`config.mk`:
```
export PLATFORM = sky130hd
export DESIGN_NAME = axi4_lite_reg_arbiter
export DESIGN_NICKNAME = d
export VERILOG_FILES = /design/src/rtl/axi4_lite_reg_arbiter.sv
export SDC_FILE = /design/constraint.sdc
export NUM_CORES = 1
export LEC_CHECK = 0
export BUFFER_PORTS_ARGS = -buffer_cell sky130_fd_sc_hd__buf_2
export CORE_ASPECT_RATIO = 1.2
export CORE_UTILIZATION = 34
export DETAILED_ROUTE_END_ITERATION = 10
export PLACE_DENSITY_LB_ADDON = 0.25
export SLEW_MARGIN = 10
export SYNTH_ARGS = -nofsm -noshare
export SYNTH_HDL_FRONTEND = slang
export SYNTH_SLANG_ARGS = --single-unit
```
`constraint.sdc`:
```
create_clock -name clk -period 1.5 [get_ports clk]
set_input_delay 0.15 -clock clk [delete_from_list [all_inputs] [get_ports clk]]
set_output_delay 0.15 -clock clk [all_outputs]
set_load 0.05 [all_outputs]
```
`src/rtl/axi4_lite_reg_arbiter.sv`:
```
// rtl/axi4_lite_reg_arbiter.sv - round-robin serialiser of AXI4-Lite read/write requests onto one register port
module axi4_lite_reg_arbiter #(
  parameter int addr_width     = 7,
  parameter int data_width     = 32,
  parameter int timeout_cycles = 255
) (
  input  logic                    clk,
  input  logic                    rst,
  input  logic                    wr_req,
  input  logic [addr_width-1:0]   wr_addr,
  input  logic [data_width-1:0]   wr_data,
  input  logic [data_width/8-1:0] wr_strb,
  output logic                    wr_ready,
  output logic                    wr_response,
  input  logic                    rd_req,
  input  logic [addr_width-1:0]   rd_addr,
  output logic                    rd_ready,
  output logic                    rd_response,
  output logic [data_width-1:0]   rd_value,
  output logic                    reg_req,
  output logic                    reg_we,
  output logic [addr_width-1:0]   reg_addr,
  output logic [data_width-1:0]   reg_wdata,
  output logic [data_width/8-1:0] reg_wstrb,
  input  logic                    reg_ack,
  input  logic                    reg_err,
  input  logic [data_width-1:0]   reg_rdata
);

  localparam int strb_width = data_width / 8;
  localparam int cnt_width  = (timeout_cycles > 0) ? $clog2(timeout_cycles + 1) : 1;
  localparam bit timeout_en = (timeout_cycles > 0);
  localparam logic [cnt_width-1:0] cnt_last =
    cnt_width'((timeout_cycles > 0) ? timeout_cycles - 1 : 0);

  typedef enum logic [1:0] {IDLE, ACCESS, RESPOND} state_t;

  state_t                  state, state_next;
  logic                    grant_wr, grant_wr_next;
  logic                    last_wr;
  logic                    wr_pend, rd_pend;
  logic [addr_width-1:0]   wr_addr_q, rd_addr_q;
  logic [data_width-1:0]   wr_data_q;
  logic [strb_width-1:0]   wr_strb_q;
  logic [cnt_width-1:0]    cnt;
  logic                    timeout_hit;
  logic                    start;
  logic                    wr_accept, rd_accept;

  assign timeout_hit = timeout_en && (cnt == cnt_last);
  assign start       = (state == IDLE) && (state_next == ACCESS);
  assign reg_req     = (state == ACCESS);
  assign wr_ready    = (state == RESPOND) && grant_wr;
  assign rd_ready    = (state == RESPOND) && !grant_wr;
  // a req is taken when the side is free, or in the very cycle its ready clears it
  assign wr_accept   = wr_req && (!wr_pend || wr_ready);
  assign rd_accept   = rd_req && (!rd_pend || rd_ready);

  // state and granted-side registers
  always_ff @(posedge clk) begin
    if (rst) begin
      state    <= IDLE;
      grant_wr <= 1'b0;
    end else begin
      state    <= state_next;
      grant_wr <= grant_wr_next;
    end
  end

  // next state and grant selection; ties go opposite to the last served side
  always_comb begin
    state_next    = state;
    grant_wr_next = grant_wr;
    case (state)
      IDLE: begin
        if (wr_pend && rd_pend) begin
          grant_wr_next = !last_wr;
          state_next    = ACCESS;
        end else if (wr_pend) begin
          grant_wr_next = 1'b1;
          state_next    = ACCESS;
        end else if (rd_pend) begin
          grant_wr_next = 1'b0;
          state_next    = ACCESS;
        end
      end
      ACCESS:  if (reg_ack || timeout_hit) state_next = RESPOND;
      RESPOND: state_next = IDLE;
      default: state_next = IDLE;
    endcase
  end

  // request capture, backend drive, timeout counter and response latching
  always_ff @(posedge clk) begin
    if (rst) begin
      wr_pend     <= 1'b0;
      rd_pend     <= 1'b0;
      wr_addr_q   <= '0;
      wr_data_q   <= '0;
      wr_strb_q   <= '0;
      rd_addr_q   <= '0;
      last_wr     <= 1'b1;
      cnt         <= '0;
      reg_we      <= 1'b0;
      reg_addr    <= '0;
      reg_wdata   <= '0;
      reg_wstrb   <= '0;
      wr_response <= 1'b0;
      rd_response <= 1'b0;
      rd_value    <= '0;
    end else begin
      if (wr_accept) begin
        wr_pend   <= 1'b1;
        wr_addr_q <= wr_addr;
        wr_data_q <= wr_data;
        wr_strb_q <= wr_strb;
      end else if (wr_ready) begin
        wr_pend <= 1'b0;
      end

      if (rd_accept) begin
        rd_pend   <= 1'b1;
        rd_addr_q <= rd_addr;
      end else if (rd_ready) begin
        rd_pend <= 1'b0;
      end

      if (start) begin
        cnt       <= '0;
        reg_we    <= grant_wr_next;
        reg_addr  <= grant_wr_next ? wr_addr_q : rd_addr_q;
        reg_wdata <= grant_wr_next ? wr_data_q : '0;
        reg_wstrb <= grant_wr_next ? wr_strb_q : '0;
      end

      if (state == ACCESS) begin
        if (reg_ack) begin
          if (grant_wr) begin
            wr_response <= reg_err;
          end else begin
            rd_response <= reg_err;
            rd_value    <= reg_rdata;
          end
        end else if (timeout_hit) begin
          if (grant_wr) begin
            wr_response <= 1'b1;
          end else begin
            rd_response <= 1'b1;
            rd_value    <= '0;
          end
        end else if (cnt != '1) begin
          cnt <= cnt + 1'b1;
        end
      end

      if (state == RESPOND) begin
        last_wr <= grant_wr;
      end
    end
  end

endmodule

```
==> flow_summary.toml <==
[timing]
rsz0062_at_grt = "yes"
period_share = 1.05
tightest_slew_ns = 0.480
setup-tns-final_ns = -1.94
maxSlewViolCount = 0
fmax_mhz = 635
fin_ws_ns = -0.0742
setup_violations = 62
finalCriticalPeriod_ns = 1.57
hold_violations = 0
slew_headroom = 0.680
skew_ns = 0.00685

[cells_and_area]
areaGrowthSynthToFinish_pct = 63.6
seqCellArea_um2 = 2850
utilization = 0.571
final_cell_count_no_fill = 1045
drive_above_1_share = 0.380
fill_cells = 1281
n_antenna_cell = 0
final_nets = 918
multiInputGateArea_um2 = 2480

[clock_network]
clk_path_buf_depth = 2
insertion_delay_ns = 0.42
root_buffer = "clkbuf_16"
cts.sinks = 142
cts_tree = "yes"
clk_pin_slew_ns = 0.06
cts_made_buffers = 17
htreeDepth = 4

[power_and_ir_drop]
max-vdd-ir-drop_mv = 0.843
powerDensity_nw_per_um2 = 1150
p_leak_nw = 3.75

[global_routing]
grt_start_max_net_pins = 97
grtUsageTotal = 0.194
grt_pass1_wl_mm = 24.2
grt_pass1_vias = 5094
antenna_found_initial = 0
grt_remaining_overflow = 0

[yosys]
synthFlopType = "dfxtp_1"
yosys-top-cells-count = "dfxtp_1 (142), nor2_1 (106), mux2i_1 (57)"
ys_types = 42
synth.yosys.seq_area_share = 0.542
syn-cell-area_um2 = 5250
ys_seq_elements = 142
netlist_instances = 547
synth_edf_count = 0
synthArstFlopShare = 0
synthesis.nets = 637
synth_most_common_cell = "dfxtp_1"
synth_area_leaders = "dfxtp_1 (54%), mux2i_1 (11%), nor2_1 (7.6%)"
syn_area_per_cell_um2 = 9.59
yosysTopAreaCell = "dfxtp_1"
ys_warn_count = 0
netlist.area_leader.share = 0.542

[die]
initial_utilization = 0.349
dieWidth_um = 115
dieArea_um2 = 15900
core-area_um2 = 15000
ios = 169
die_h_um = 138
rows = 49

[outcome]
violations = "negative setup slack"
status = "complete, but fails checks"

[place]
placed_cells = 909
dpl.hpwl_mm = 9.15
place_congestion = 0.744
portBuffers = 168

[routing]
drtPass1Iterations = 4
routed-via-count = 5093
wl_per_cell_um = 15.2
routed_wl_mm = 15.9
vias_per_cell = 4.87
drcViolationCount = 0
ant_nets = 0
dr.first_iter.drc_count = 361

[run]
maxCapViolations = 0

[setup_path]
path_class = "register to register"
cp.arrival_ns = 1.92
crit_required_ns = 1.85
end_kind = "register"
cp-start-kind = "register"
critPathMaxFanout = 8

[min_path]
hold_class = "input port to register"
stage by stage:
stage,worst slack [ns],cell area [um^2],power [mW],hold slack (ns)
6_report,-0.0742,8580,9.85,0.221
5_1_grt,-0.156,8580,10.2,0.217
4_1_cts,-0.0737,8280,9.83,0.196
3_5_place_dp,-0.0656,6530,5.44,0.390
3_3_place_gp,-0.0294,6530,5.41,0.377
2_1_floorplan,-0.0334,5280,4.99,0.267
critical path: stages, from the launching register on:
cell,delay [ns]
dfxtp_2,0.33
buf_4,0.13
or3b_4,0.41
nor2_4,0.16
buf_6,0.14
clkbuf_16,0.15
nand2_1,0.05
a21oi_1,0.12
final timing paths:
check | cells past startpoint | to | slack (ns) | startpoint
max | 7 | rd_value[19] | -0.07 | state[1]
min | 3 | rd_response | 0.22 | reg_ack
max reg2reg | 7 | rd_value[19] | -0.07 | state[1]
min reg2reg | 2 | last_wr | 0.46 | last_wr
where the power goes:
group          switching [mW]  leakage (nW)  internal [mW]  total (mW)
Combinational           0.957          2.31          0.765        1.72
Sequential              0.107          1.16           3.95        4.06
Clock                    1.70         0.279           2.37        4.07
Total                    2.77          3.75           7.08        9.85
per-layer routing:
layer	routed length (um)	up-vias	track usage
li1	-	2482	-
met5	0	-	0
met2	8170	159	0.336
met1	6450	2415	0.215
met4	488	0	0.103
met3	805	37	0.0491
layout make-up:
class                      instances  share of cell area
timing repair buffer             301               0.279
inverter                           5             0.00248
clock buffer                      19              0.0516
multi-input combinational        361               0.289
tap                              204              0.0297
sequential                       142               0.333
clock inverter                    13              0.0152
layout by cell type, fill, tap and decap left out, types with 2 or more instances in the layout:
master	instances
or3b_4	2
inv_6	4
mux2i_1	51
inv_1	4
clkinv_2	2
nor2_1	104
a22oi_1	36
mux2i_2	5
dfxtp_2	6
buf_6	9
o21ai_0	19
nand2_4	5
clkinv_4	2
nand2_2	9
clkinvlp_4	2
dfxtp_1	135
nand2_1	23
buf_2	164
o21a_1	2
buf_12	13
buf_4	21
o21bai_1	2
nor3b_4	2
and4_1	2
nand3_1	3
a211oi_2	8
nor2_2	2
o311a_1	2
o21ai_2	2
dlygate4sd3_1	86
and3_1	5
buf_16	3
a21oi_1	21
inv_8	2
a21oi_2	16
o21ai_1	12
clkbuf_16	21
kinds of logic after synthesis:
group / Yosys count / synth area share
DFF: 142 / 0.542
buffers and inverters: 44 / 0.0370
adders and majority gates: 2 / 0.00477
and+or+nand+nor: 169 / 0.137
AOI/OAI and AO/OA: 130 / 0.165
xor gates and xnor gates: 2 / 0.00334
muxes: 58 / 0.111
flip-flops by register name (all words and copies together), names as in the netlist:
signal	count
grant_wr	1
reg_wdata	32
state	2
reg_we	1
rd_response	1
wr_strb_q	4
rd_pend	1
wr_addr_q	7
wr_response	1
reg_wstrb	4
wr_data_q	32
wr_pend	1
reg_addr	7
rd_value	32
cnt	8
last_wr	1
rd_addr_q	7
repair_timing:
| item | CTS | global route |
|---|---|---|
| gates cloned | 5 | 5 |
| buffers inserted | 6 | 7 |
| pin swaps | 7 | 16 |
| hold buffers | 86 | 0 |
| endpoints found under the hold margin | 88 | 0 |
| setup endpoints to repair | 107 | 136 |
| resized for setup | 34 | 77 |
Power figures use the tool's default switching activity.
